--- src/rtl/mtpsa_user_dispatch.sv ---
// rtl/mtpsa_user_dispatch.sv - steers AXIS packets to one of NUM_USERS SDNet pipelines by tuser user ID
module mtpsa_user_dispatch #(
    parameter int C_S_AXIS_DATA_WIDTH  = 256,
    parameter int C_S_AXIS_TUSER_WIDTH = 48,
    parameter int NUM_USERS            = 8,
    parameter int USER_ID_LSB          = 40,
    parameter int USER_ID_WIDTH        = 4,
    parameter int CNT_WIDTH            = 32
) (
    input  logic                                 axis_aclk,
    input  logic                                 axis_resetn,
    input  logic [C_S_AXIS_DATA_WIDTH-1:0]       s_axis_tdata,
    input  logic [C_S_AXIS_DATA_WIDTH/8-1:0]     s_axis_tkeep,
    input  logic [C_S_AXIS_TUSER_WIDTH-1:0]      s_axis_tuser,
    input  logic                                 s_axis_tvalid,
    output logic                                 s_axis_tready,
    input  logic                                 s_axis_tlast,
    input  logic [NUM_USERS-1:0]                 user_enable,
    output logic [C_S_AXIS_DATA_WIDTH-1:0]       m_axis_tdata,
    output logic [C_S_AXIS_DATA_WIDTH/8-1:0]     m_axis_tkeep,
    output logic                                 m_axis_tlast,
    output logic [NUM_USERS-1:0]                 m_axis_tvalid,
    input  logic [NUM_USERS-1:0]                 m_axis_tready,
    output logic [NUM_USERS-1:0]                 m_tuple_valid,
    output logic [C_S_AXIS_TUSER_WIDTH-1:0]      m_tuple_data,
    input  logic                                 cnt_clear,
    output logic [NUM_USERS*CNT_WIDTH-1:0]       pkt_cnt,
    output logic [CNT_WIDTH-1:0]                 drop_cnt
);

    typedef enum logic [1:0] {
        S_IDLE,
        S_FWD,
        S_DROP
    } state_t;

    state_t                         r_state;
    state_t                         w_state_nxt;
    logic [USER_ID_WIDTH-1:0]       r_sel;
    logic [USER_ID_WIDTH-1:0]       w_sel_nxt;
    logic [NUM_USERS*CNT_WIDTH-1:0] r_pkt_cnt;
    logic [CNT_WIDTH-1:0]           r_drop_cnt;

    logic [USER_ID_WIDTH-1:0]       w_id;
    logic [NUM_USERS-1:0]           w_id_oh;
    logic [NUM_USERS-1:0]           w_sel_oh;
    logic                           w_hit;
    logic                           w_id_ready;
    logic                           w_sel_ready;
    logic                           w_hs;
    logic [NUM_USERS-1:0]           w_pkt_inc;
    logic                           w_drop_inc;

    assign m_axis_tdata = s_axis_tdata;
    assign m_axis_tkeep = s_axis_tkeep;
    assign m_tuple_data = s_axis_tuser;
    assign m_axis_tlast = s_axis_tlast & s_axis_tvalid;
    assign pkt_cnt      = r_pkt_cnt;
    assign drop_cnt     = r_drop_cnt;

    assign w_id = s_axis_tuser[USER_ID_LSB +: USER_ID_WIDTH];

    // IDs at or above NUM_USERS match no one-hot bit, so they fall out as misses
    always_comb begin
        w_id_oh  = '0;
        w_sel_oh = '0;
        for (int u = 0; u < NUM_USERS; u++) begin
            w_id_oh[u]  = (w_id == USER_ID_WIDTH'(u));
            w_sel_oh[u] = (r_sel == USER_ID_WIDTH'(u));
        end
    end

    assign w_hit       = |(w_id_oh & user_enable);
    assign w_id_ready  = |(w_id_oh & m_axis_tready);
    assign w_sel_ready = |(w_sel_oh & m_axis_tready);
    assign w_hs        = s_axis_tvalid & s_axis_tready;

    always_ff @(posedge axis_aclk) begin
        if (!axis_resetn) begin
            r_state <= S_IDLE;
            r_sel   <= '0;
        end else begin
            r_state <= w_state_nxt;
            r_sel   <= w_sel_nxt;
        end
    end

    always_comb begin
        w_state_nxt   = r_state;
        w_sel_nxt     = r_sel;
        m_axis_tvalid = '0;
        m_tuple_valid = '0;
        s_axis_tready = 1'b0;
        w_pkt_inc     = '0;
        w_drop_inc    = 1'b0;
        if (axis_resetn) begin
            case (r_state)
                S_IDLE: begin
                    if (w_hit) begin
                        m_axis_tvalid = w_id_oh & {NUM_USERS{s_axis_tvalid}};
                        m_tuple_valid = w_id_oh & {NUM_USERS{s_axis_tvalid}};
                        s_axis_tready = w_id_ready;
                    end else begin
                        s_axis_tready = 1'b1;
                    end
                    if (w_hs) begin
                        if (w_hit) begin
                            w_pkt_inc = w_id_oh;
                            w_sel_nxt = w_id;
                            if (!s_axis_tlast) w_state_nxt = S_FWD;
                        end else begin
                            w_drop_inc = 1'b1;
                            if (!s_axis_tlast) w_state_nxt = S_DROP;
                        end
                    end
                end
                S_FWD: begin
                    m_axis_tvalid = w_sel_oh & {NUM_USERS{s_axis_tvalid}};
                    s_axis_tready = w_sel_ready;
                    if (w_hs && s_axis_tlast) w_state_nxt = S_IDLE;
                end
                S_DROP: begin
                    s_axis_tready = 1'b1;
                    if (w_hs && s_axis_tlast) w_state_nxt = S_IDLE;
                end
                default: w_state_nxt = S_IDLE;
            endcase
        end
    end

    // cnt_clear wins over a coinciding increment
    always_ff @(posedge axis_aclk) begin
        if (!axis_resetn || cnt_clear) begin
            r_pkt_cnt  <= '0;
            r_drop_cnt <= '0;
        end else begin
            for (int u = 0; u < NUM_USERS; u++) begin
                if (w_pkt_inc[u]) begin
                    r_pkt_cnt[u*CNT_WIDTH +: CNT_WIDTH] <=
                        r_pkt_cnt[u*CNT_WIDTH +: CNT_WIDTH] + CNT_WIDTH'(1);
                end
            end
            if (w_drop_inc) r_drop_cnt <= r_drop_cnt + CNT_WIDTH'(1);
        end
    end

endmodule

--- config.mk ---
export PLATFORM = sky130hd
export DESIGN_NAME = mtpsa_user_dispatch
export DESIGN_NICKNAME = d
export VERILOG_FILES = /design/src/rtl/mtpsa_user_dispatch.sv
export SDC_FILE = /design/constraint.sdc
export NUM_CORES = 1
export LEC_CHECK = 0
export BUFFER_PORTS_ARGS = -buffer_cell sky130_fd_sc_hd__buf_2
export CAP_MARGIN = 20
export CORE_AREA = 3 3 391 393
export DETAILED_ROUTE_END_ITERATION = 8
export DIE_AREA = 0 0 394 396
export HOLD_SLACK_MARGIN = 0.05
export PLACE_DENSITY = 0.36
export SYNTH_ARGS = -nofsm -noshare
export SYNTH_HDL_FRONTEND = slang
export SYNTH_SLANG_ARGS = --single-unit
export TNS_END_PERCENT = 100
--- constraint.sdc ---
create_clock -name axis_aclk -period 2.6 [get_ports axis_aclk]
set_clock_uncertainty 0.15 [all_clocks]
set_input_delay 0.13 -clock axis_aclk [delete_from_list [all_inputs] [get_ports axis_aclk]]
set_output_delay 0.13 -clock axis_aclk [all_outputs]
set_load 0.1 [all_outputs]
# After elaboration in Yosys (flattened, before gate mapping)
# Cells that the tools add are included.
# totals
reg_bits	294
latchBits	0
ramBits	0
rom_bits	0
output_inout_bits	642
wordCells	80
mem_count	0
# op_classes
addsub	9
mul	0
n_div	0
order_cmp	0
n_eq_ne	19
shift	0
muxes	22
bitwise	7
reduce_logical	12
# op_table
operator	n
$add A32 B1 Y32 const B	9
$mux W8	8
$and A8 B8 Y8	5
$eq A4 B3 Y1 const B	8
$reduce_or A8 Y1	3
$eq A4 B2 Y1 const B	4
$pmux W8 S2	1
$mux W2	5
$eq A4 B1 Y1 const B	2
$logic_not A4 Y1	2
$mux W1	6
$reduce_and A3 Y1	2
$ne A2 B2 Y1 const B	2
$pmux W2 S2	1
$pmux W1 S3	1
$and A1 B1 Y1	2
$eq A2 B1 Y1 const B	1
$eq A2 B2 Y1 const B	1
$logic_not A2 Y1	1
$ne A2 B1 Y1 const B	1
$reduce_or A2 Y1	1
$logic_and A1 B1 Y1	1
$logic_not A1 Y1	1
$logic_or A1 B1 Y1	1

# Depth between registers and ports, before layout
# Gate-level depths: netlist of the first run.
# depth
ltp_word	10
depth_mapped	11
depth_no_buf	9

# Worst setup path before layout of the first run
# No wires, ideal clock.
# synth_timing
path_type	reg-to-output
start	register r_state[1]
end	output m_axis_tvalid[4]
arrival_time_ns	3.124
required_time_ns	2.320
setup_slack_ns	-0.804
path_stages_with_launch	6
path_buffers	0
path_cell_list	dfxtp_1 -> inv_1 -> ha_1 -> nor3b_1 -> nand2_1 -> o31ai_1
# synth_between
elab_chain_cells	3
# synth_lines
element	line	text
start: declaration	37	state_t r_state;
start signal: assignment	83	r_state <= w_state_nxt;
$eq A2 B1 Y1 / $logic_not A2 Y1 (equally long branches)	97	case (r_state)
$pmux W8 S2 *	97	
$mux W8 *	96	if (axis_resetn) begin
end: declaration	22	output logic [NUM_USERS-1:0] m_axis_tvalid,
# Mark *: on every way between the ends. The rest lies on a longest branch, timed or not.

# Worst setup path after layout of the first run
# layout_timing
start	register r_sel[2]
end	register r_pkt_cnt[123], in the netlist pkt_cnt[123]
# layout_between
elab_chain_cells	9
# layout_lines
element	line	text
start: declaration	39	logic [USER_ID_WIDTH-1:0] r_sel;
start signal: assignment	84	r_sel <= w_sel_nxt;
$eq A4 B1 Y1, or another cell as far along	69	w_sel_oh[u] = (r_sel == USER_ID_WIDTH'(u));
$and A8 B8 Y8 *	75	assign w_sel_ready = |(w_sel_oh & m_axis_tready);
$reduce_or A8 Y1 *	75	
$pmux W1 S3 *	97	
$mux W1 *	96	
$and A1 B1 Y1 *	76	assign w_hs = s_axis_tvalid & s_axis_tready;
$mux W8 *	106	if (w_hs) begin
$mux W8 *	97	
$mux W8 *	96	
end signal: indexed assignment	139	r_pkt_cnt[u*CNT_WIDTH +: CNT_WIDTH] <=
end: declaration	41	logic [NUM_USERS*CNT_WIDTH-1:0] r_pkt_cnt;
# Marks and branches as above.
# A chain may end at the register's enable or synchronous reset.

==> flow_summary.toml, run 1 <==
[outcome]
status = "complete, but fails checks"
violations = "negative setup slack"

[pwr]
power_density_nw_per_um2 = 471
total_power_uw = 12000
power_leakage_uw = 0.00865
peakVddDrop_mv = 0.373

[critical_path]
worstPathMaxFanout = 6
path_buf_inv = 5
start_kind = "flop"
worst-r2r-setup-slack_ns = -0.16
criticalPathCategory = "reg -> reg"
cp-end-kind = "flop"
path_cells = "or3b_1, a21oi_2, buf_4, o41ai_4, buf_12, buf_8, a2111o_1, buf_4, buf_6, o31ai_1, a21oi_2"
worstPathRequired_ns = 2.93
cp_slowest_cell = "a2111o_1"
arrival_ns = 3.09
slowest_delay_ns = 0.46
cp_top_family = "compound AO/OA/AOI/OAI gates"

[cells_and_area]
mostFrequentLayoutCell = "buf_2"
instances_no_fill = 4488
layout_common_cells = "317 x buf_2, 230 x buf_4, 156 x nor2_1, 154 x dfxtp_2, 144 x nand2_1"
fillers = 16900
finalInstanceArea_um2 = 25400
layout.nets = 2801
syn2layout_area_growth_pct = 44.1
drive_above_1_share_pct = 44.2
final_core_util_pct = 17.0

[routing]
drtAntennaViolNets = 0
firstDrtPassIters = 6
via_count = 17200
vias_per_cell = 3.83
drc = 0
drt-initial-drc-count = 990
routed_wl_um = 93000
wire_per_inst_um = 20.7

[die]
top_level_ports = 999
die_y_um = 396
die_area_um2 = 156000
floorplan.initialDensity_pct = 11.8
coreArea_um2 = 150000
rows = 142
die_w_um = 394

[global_routing]
grt_pass1_vias = 16500
grt.total_usage_pct = 11.3
grt_max_degree = 35
antenna_found_initial = 14
overflow = 0
grt_pass1_wl_um = 129000

[sta]
period_share_pct = 106
min_period_ns = 2.76
rsz0062_at_grt = "true"
setup_viol = 41
clock.fmax_ghz = 0.363
fin_ws_ns = -0.157
max-slew-margin-rel_pct = 58.1
final_hold_viol_count = 0
slew_viol_final = 0
worst_pin_slew_ns = 0.633

[yosys]
netlist_instances = 2162
synth_top_area_share_pct = 33.3
synth_seq_cells = 294
synth_area_per_cell_um2 = 8.17
syn_nets = 2532
synth_edf_count = 0
async_flop_share_pct = 0
netlist_top_cells_area = "dfxtp_1 33%, buf_4 14%, xnor2_1 4.5%"
synth.largest_area_cell = "dfxtp_1"
yosys_warnings = 0
yosysSeqAreaShare_pct = 33.3
synthFlopType = "dfxtp_1"
synth_area_um2 = 17700
ys_types = 76

[placement]
gp_congestion = 0.744
numPortBuffers = 334
placed_area_um2 = 22000
dp_cells = 4345
hpwl_um = 73400

[clocking]
clock_path_buffers = 3
cts_tree = "built"
cts_made_buffers = 45
cts.clk_slew.worst_paths_ns = 0.05
htree_levels = 2
clock_latency_ns = 0.60
clock_sinks = 294
cts_root_buffer = "clkbuf_16"

[flow_run]
max_cap_violations = 0

[min_path]
hold_path.class = "in -> out"
area by class of cell:
| type | count | area, um2 | share of cell area [%] |
|---|---|---|---|
| diodes | 6 | 15.0 | 0.0590 |
| clock buffers | 69 | 1330 | 5.22 |
| clock inverters | 13 | 153 | 0.600 |
| inverters | 58 | 265 | 1.04 |
| multi-input cells | 1382 | 9920 | 39.0 |
| flip-flops and latches | 294 | 6220 | 24.5 |
| well taps | 2016 | 2520 | 9.92 |
| repair buffers | 650 | 5010 | 19.7 |
metal layers:
layer	share of wire (%)	global-route usage, %
met1	41	13.1
met2	45	18.3
met3	9.1	4.51
met4	4.7	5.18
met5	0.022	0
cells by family after synthesis:
group                      synth area share (%)
AOI/OAI and AO/OA                          17.5
adders and majority gates                 0.921
xor gates and xnor gates                   5.85
DFF                                        33.3
and+or+nand+nor                            23.1
buffers and inverters                      17.9
muxes                                      1.42
through the flow:
stage / setup slack (ns) / hold WS [ns] / TNS, ns
3_3_place_gp: -0.589 / 0.111 / -49.37
6_report: -0.157 / 0.110 / -1.81
4_1_cts: -0.150 / 0.100 / -2.05
5_1_grt: -0.226 / 0.110 / -9.08
3_5_place_dp: -0.575 / 0.111 / -47.93
2_1_floorplan: -0.703 / 0.282 / -2.10
cells in the mapped netlist (27+ instances only):
cell	n
a2111oi_0	31
a211oi_1	28
a21oi_1	155
and3_1	37
buf_4	340
clkbuf_1	61
dfxtp_1	294
inv_1	56
nand2_1	147
nand3_1	99
nand4_1	64
nor2_1	166
o21ai_0	85
o31ai_1	60
or3_1	77
or4_1	56
xnor2_1	91
xor2_1	27
repair_timing:
action,in CTS,in global routing
setup buffers,28,20
endpoints found under the setup margin,215,169
pin swaps,50,75
resized for setup,135,167
hold buffers,7,0
cloned,3,5
hold endpoints to repair,39,0
worst paths after layout:
check | end | cells past startpoint | startpoint
max | pkt_cnt[123] | 11 | r_sel[2]
max reg2reg | pkt_cnt[123] | 11 | r_sel[2]
min | m_axis_tdata[101] | 0 | s_axis_tdata[101]
min reg2reg | pkt_cnt[31] | 2 | pkt_cnt[31]
report_power, final:
group | total [uW] | switching [uW] | internal [uW]
Combinational | 1230 | 774 | 460
Clock | 6270 | 2540 | 3720
Sequential | 4470 | 4.42 | 4470
Total | 12000 | 3320 | 8650
worst register-to-register path, delay by kind of cell, from the launching register on:
| kind | cells | cell delay, ns |
|---|---|---|
| AO/OA/AOI/OAI | 5 | 1.06 |
| buffers and inverters | 5 | 0.71 |
| flip-flops | 1 | 0.32 |
| AND/OR/NAND/NOR | 1 | 0.39 |
sequential cells by signal (all words and copies together) (netlist names):
name      flops
drop_cnt     32
pkt_cnt     256
r_sel         4
r_state       2
Power figures use the tool's default switching activity.
==> run 2: changes to the inputs <==
--- a/config.mk
+++ b/config.mk
@@ -7,9 +7,9 @@
 export LEC_CHECK = 0
 export BUFFER_PORTS_ARGS = -buffer_cell sky130_fd_sc_hd__buf_2
 export CAP_MARGIN = 20
-export CORE_AREA = 3 3 391 393
+export CORE_AREA = 3 3 383 385
 export DETAILED_ROUTE_END_ITERATION = 8
-export DIE_AREA = 0 0 394 396
+export DIE_AREA = 0 0 386 388
 export HOLD_SLACK_MARGIN = 0.05
 export PLACE_DENSITY = 0.36
 export SYNTH_ARGS = -nofsm -noshare
==> run 2 against run 1 <==
- the flow still finishes with violations (negative setup slack)
- hold slack is essentially flat
- non-clock buffer count shrank 11
- maximum frequency shrank 1.2%
- sequential power hardly changed
- clock power shrank 2%
- first-iteration DRC count shrank 12%
- setup slack worse by 0.033 ns
- cell count shrank 3.0%
- count of clock-buffer cells in the layout fell by 6
- critical path type unchanged
- largest power group unchanged
==> flow_summary.toml, run 2 (synthesis gave the netlist of run 1 again) <==
[pwr]
power_leakage_uw = 0.00854
peakVddDrop_mv = 0.403
total_power_uw = 11900
power_density_nw_per_um2 = 471

[routing]
drt-initial-drc-count = 870
routed_wl_um = 90600
wire_per_inst_um = 20.8
firstDrtPassIters = 5
drtAntennaViolNets = 0
drc = 0
via_count = 16900
vias_per_cell = 3.89

[outcome]
violations = "negative setup slack"
status = "complete, but fails checks"

[placement]
gp_congestion = 0.736
numPortBuffers = 334
pre_cts_ws_ns = -0.554
dp_cells = 4207
hpwl_um = 71700

[sta]
final_hold_viol_count = 0
clock.fmax_ghz = 0.358
fin_ws_ns = -0.190
slew_viol_final = 0
worst_pin_slew_ns = 0.688
period_share_pct = 107
min_period_ns = 2.79
rsz0062_at_grt = "true"
max-slew-margin-rel_pct = 54.4
setup_viol = 100

[critical_path]
startpoint = "r_sel[1]"
path_cells = "or3b_4, a21oi_2, buf_4, o41ai_4, buf_12, buf_12, a2111o_1, or4_1, a21oi_1"
path_buf_inv = 3
cp_common_cell = "buf_12"
reg2reg_to = "pkt_cnt[117]"
regToRegStartpoint = "r_sel[1]"
arrival_ns = 3.16
start_kind = "flop"
worstPathMaxFanout = 7
cp_slowest_cell = "or4_1"
criticalPathCategory = "reg -> reg"
cp_top_family = "simple AND/OR/NAND/NOR gates"
crit_end = "pkt_cnt[117]"
worst-r2r-setup-slack_ns = -0.19
r2r_cells = 9
worstPathRequired_ns = 2.97
path_depth = 9
slowest_delay_ns = 0.56
cp-end-kind = "flop"

[clocking]
cts_made_buffers = 44
clock_latency_ns = 0.61
clock_sinks = 294
cts.clk_slew.worst_paths_ns = 0.06
clock_path_buffers = 3
htree_levels = 2
cts_tree = "built"
cts_root_buffer = "clkbuf_16"

[cells_and_area]
mostFrequentLayoutCell = "buf_2"
syn2layout_area_growth_pct = 42.8
multi_input_area_um2 = 10000
layout.nets = 2787
regArea_um2 = 6230
largest_reg_flops = 256
layout_common_cells = "316 x buf_2, 216 x buf_4, 156 x nor2_1, 150 x dfxtp_2, 142 x nand2_1"
fillers = 16100
instances_no_fill = 4355
drive_above_1_share_pct = 43.8
final_core_util_pct = 17.6

[global_routing]
grt.total_usage_pct = 11.5
grt_pass1_wl_um = 124000
grt_pass1_vias = 16200
overflow = 0
grt_max_degree = 63
antenna_found_initial = 10

[min_path]
hold_path.class = "in -> out"

[die]
floorplan.initialDensity_pct = 12.3
die_w_um = 386
top_level_ports = 999
die_y_um = 388
rows = 139
coreArea_um2 = 143000
die_area_um2 = 150000

[flow_run]
max_cap_violations = 0
-- run 2: area by class of cell --
cell class                 count  share of cell area (%)
inverter                      58                    1.06
clock buffer                  63                    4.97
multi-input combinational   1380                    39.8
tap                         1903                    9.44
sequential                   294                    24.7
clock inverter                16                   0.734
timing repair buffer         639                    19.3
antenna                        2                  0.0198
-- run 2: power by group --
| group | total, uW | switching (uW) | internal (uW) |
|---|---|---|---|
| registers | 4470 | 6.92 | 4470 |
| clock network | 6170 | 2520 | 3650 |
| logic | 1240 | 787 | 449 |
-- run 2: repair_timing --
item	4_1_cts	5_1_grt
hold endpoints to repair	24	2
cloned	0	3
resized for setup	139	173
endpoints found under the setup margin	176	203
hold buffers	7	3
pin swaps	34	71
buffers inserted	30	29
-- run 2: metal layers --
| layer | routed length, um | share of wire (%) | vias to the layer above | track usage [%] |
|---|---|---|---|---|
| met2 | 40200 | 44 | 515 | 17.8 |
| met5 | 101 | 0.11 | - | 0.390 |
| met1 | 37400 | 41 | 8076 | 13.8 |
| li1 | - | - | 8040 | - |
| met4 | 4670 | 5.1 | 4 | 5.86 |
| met3 | 8260 | 9.1 | 293 | 4.32 |
-- run 2: worst min-delay path by stage --
stage                      start           endpoint  slack [ns]  cells past startpoint
6_report       s_axis_tdata[192]  m_axis_tdata[192]        0.11                      0
5_1_grt        s_axis_tdata[110]  m_axis_tdata[110]        0.11                      0
4_1_cts              axis_resetn           r_sel[0]       -0.24                      2
3_5_place_dp     s_axis_tdata[0]    m_axis_tdata[0]        0.11                      0
3_3_place_gp     s_axis_tdata[0]    m_axis_tdata[0]        0.11                      0
2_1_floorplan   s_axis_tuser[40]           r_sel[0]        0.28                      3
-- run 2: through the flow --
stage,TNS [ns],hold slack (ns),area (um2)
6_report,-6.86,0.110,25200
5_1_grt,-22.36,0.110,25200
4_1_cts,-4.93,-0.242,24000
3_5_place_dp,-62.44,0.111,21700
3_3_place_gp,-58.19,0.111,21700
2_1_floorplan,-2.10,0.282,18100
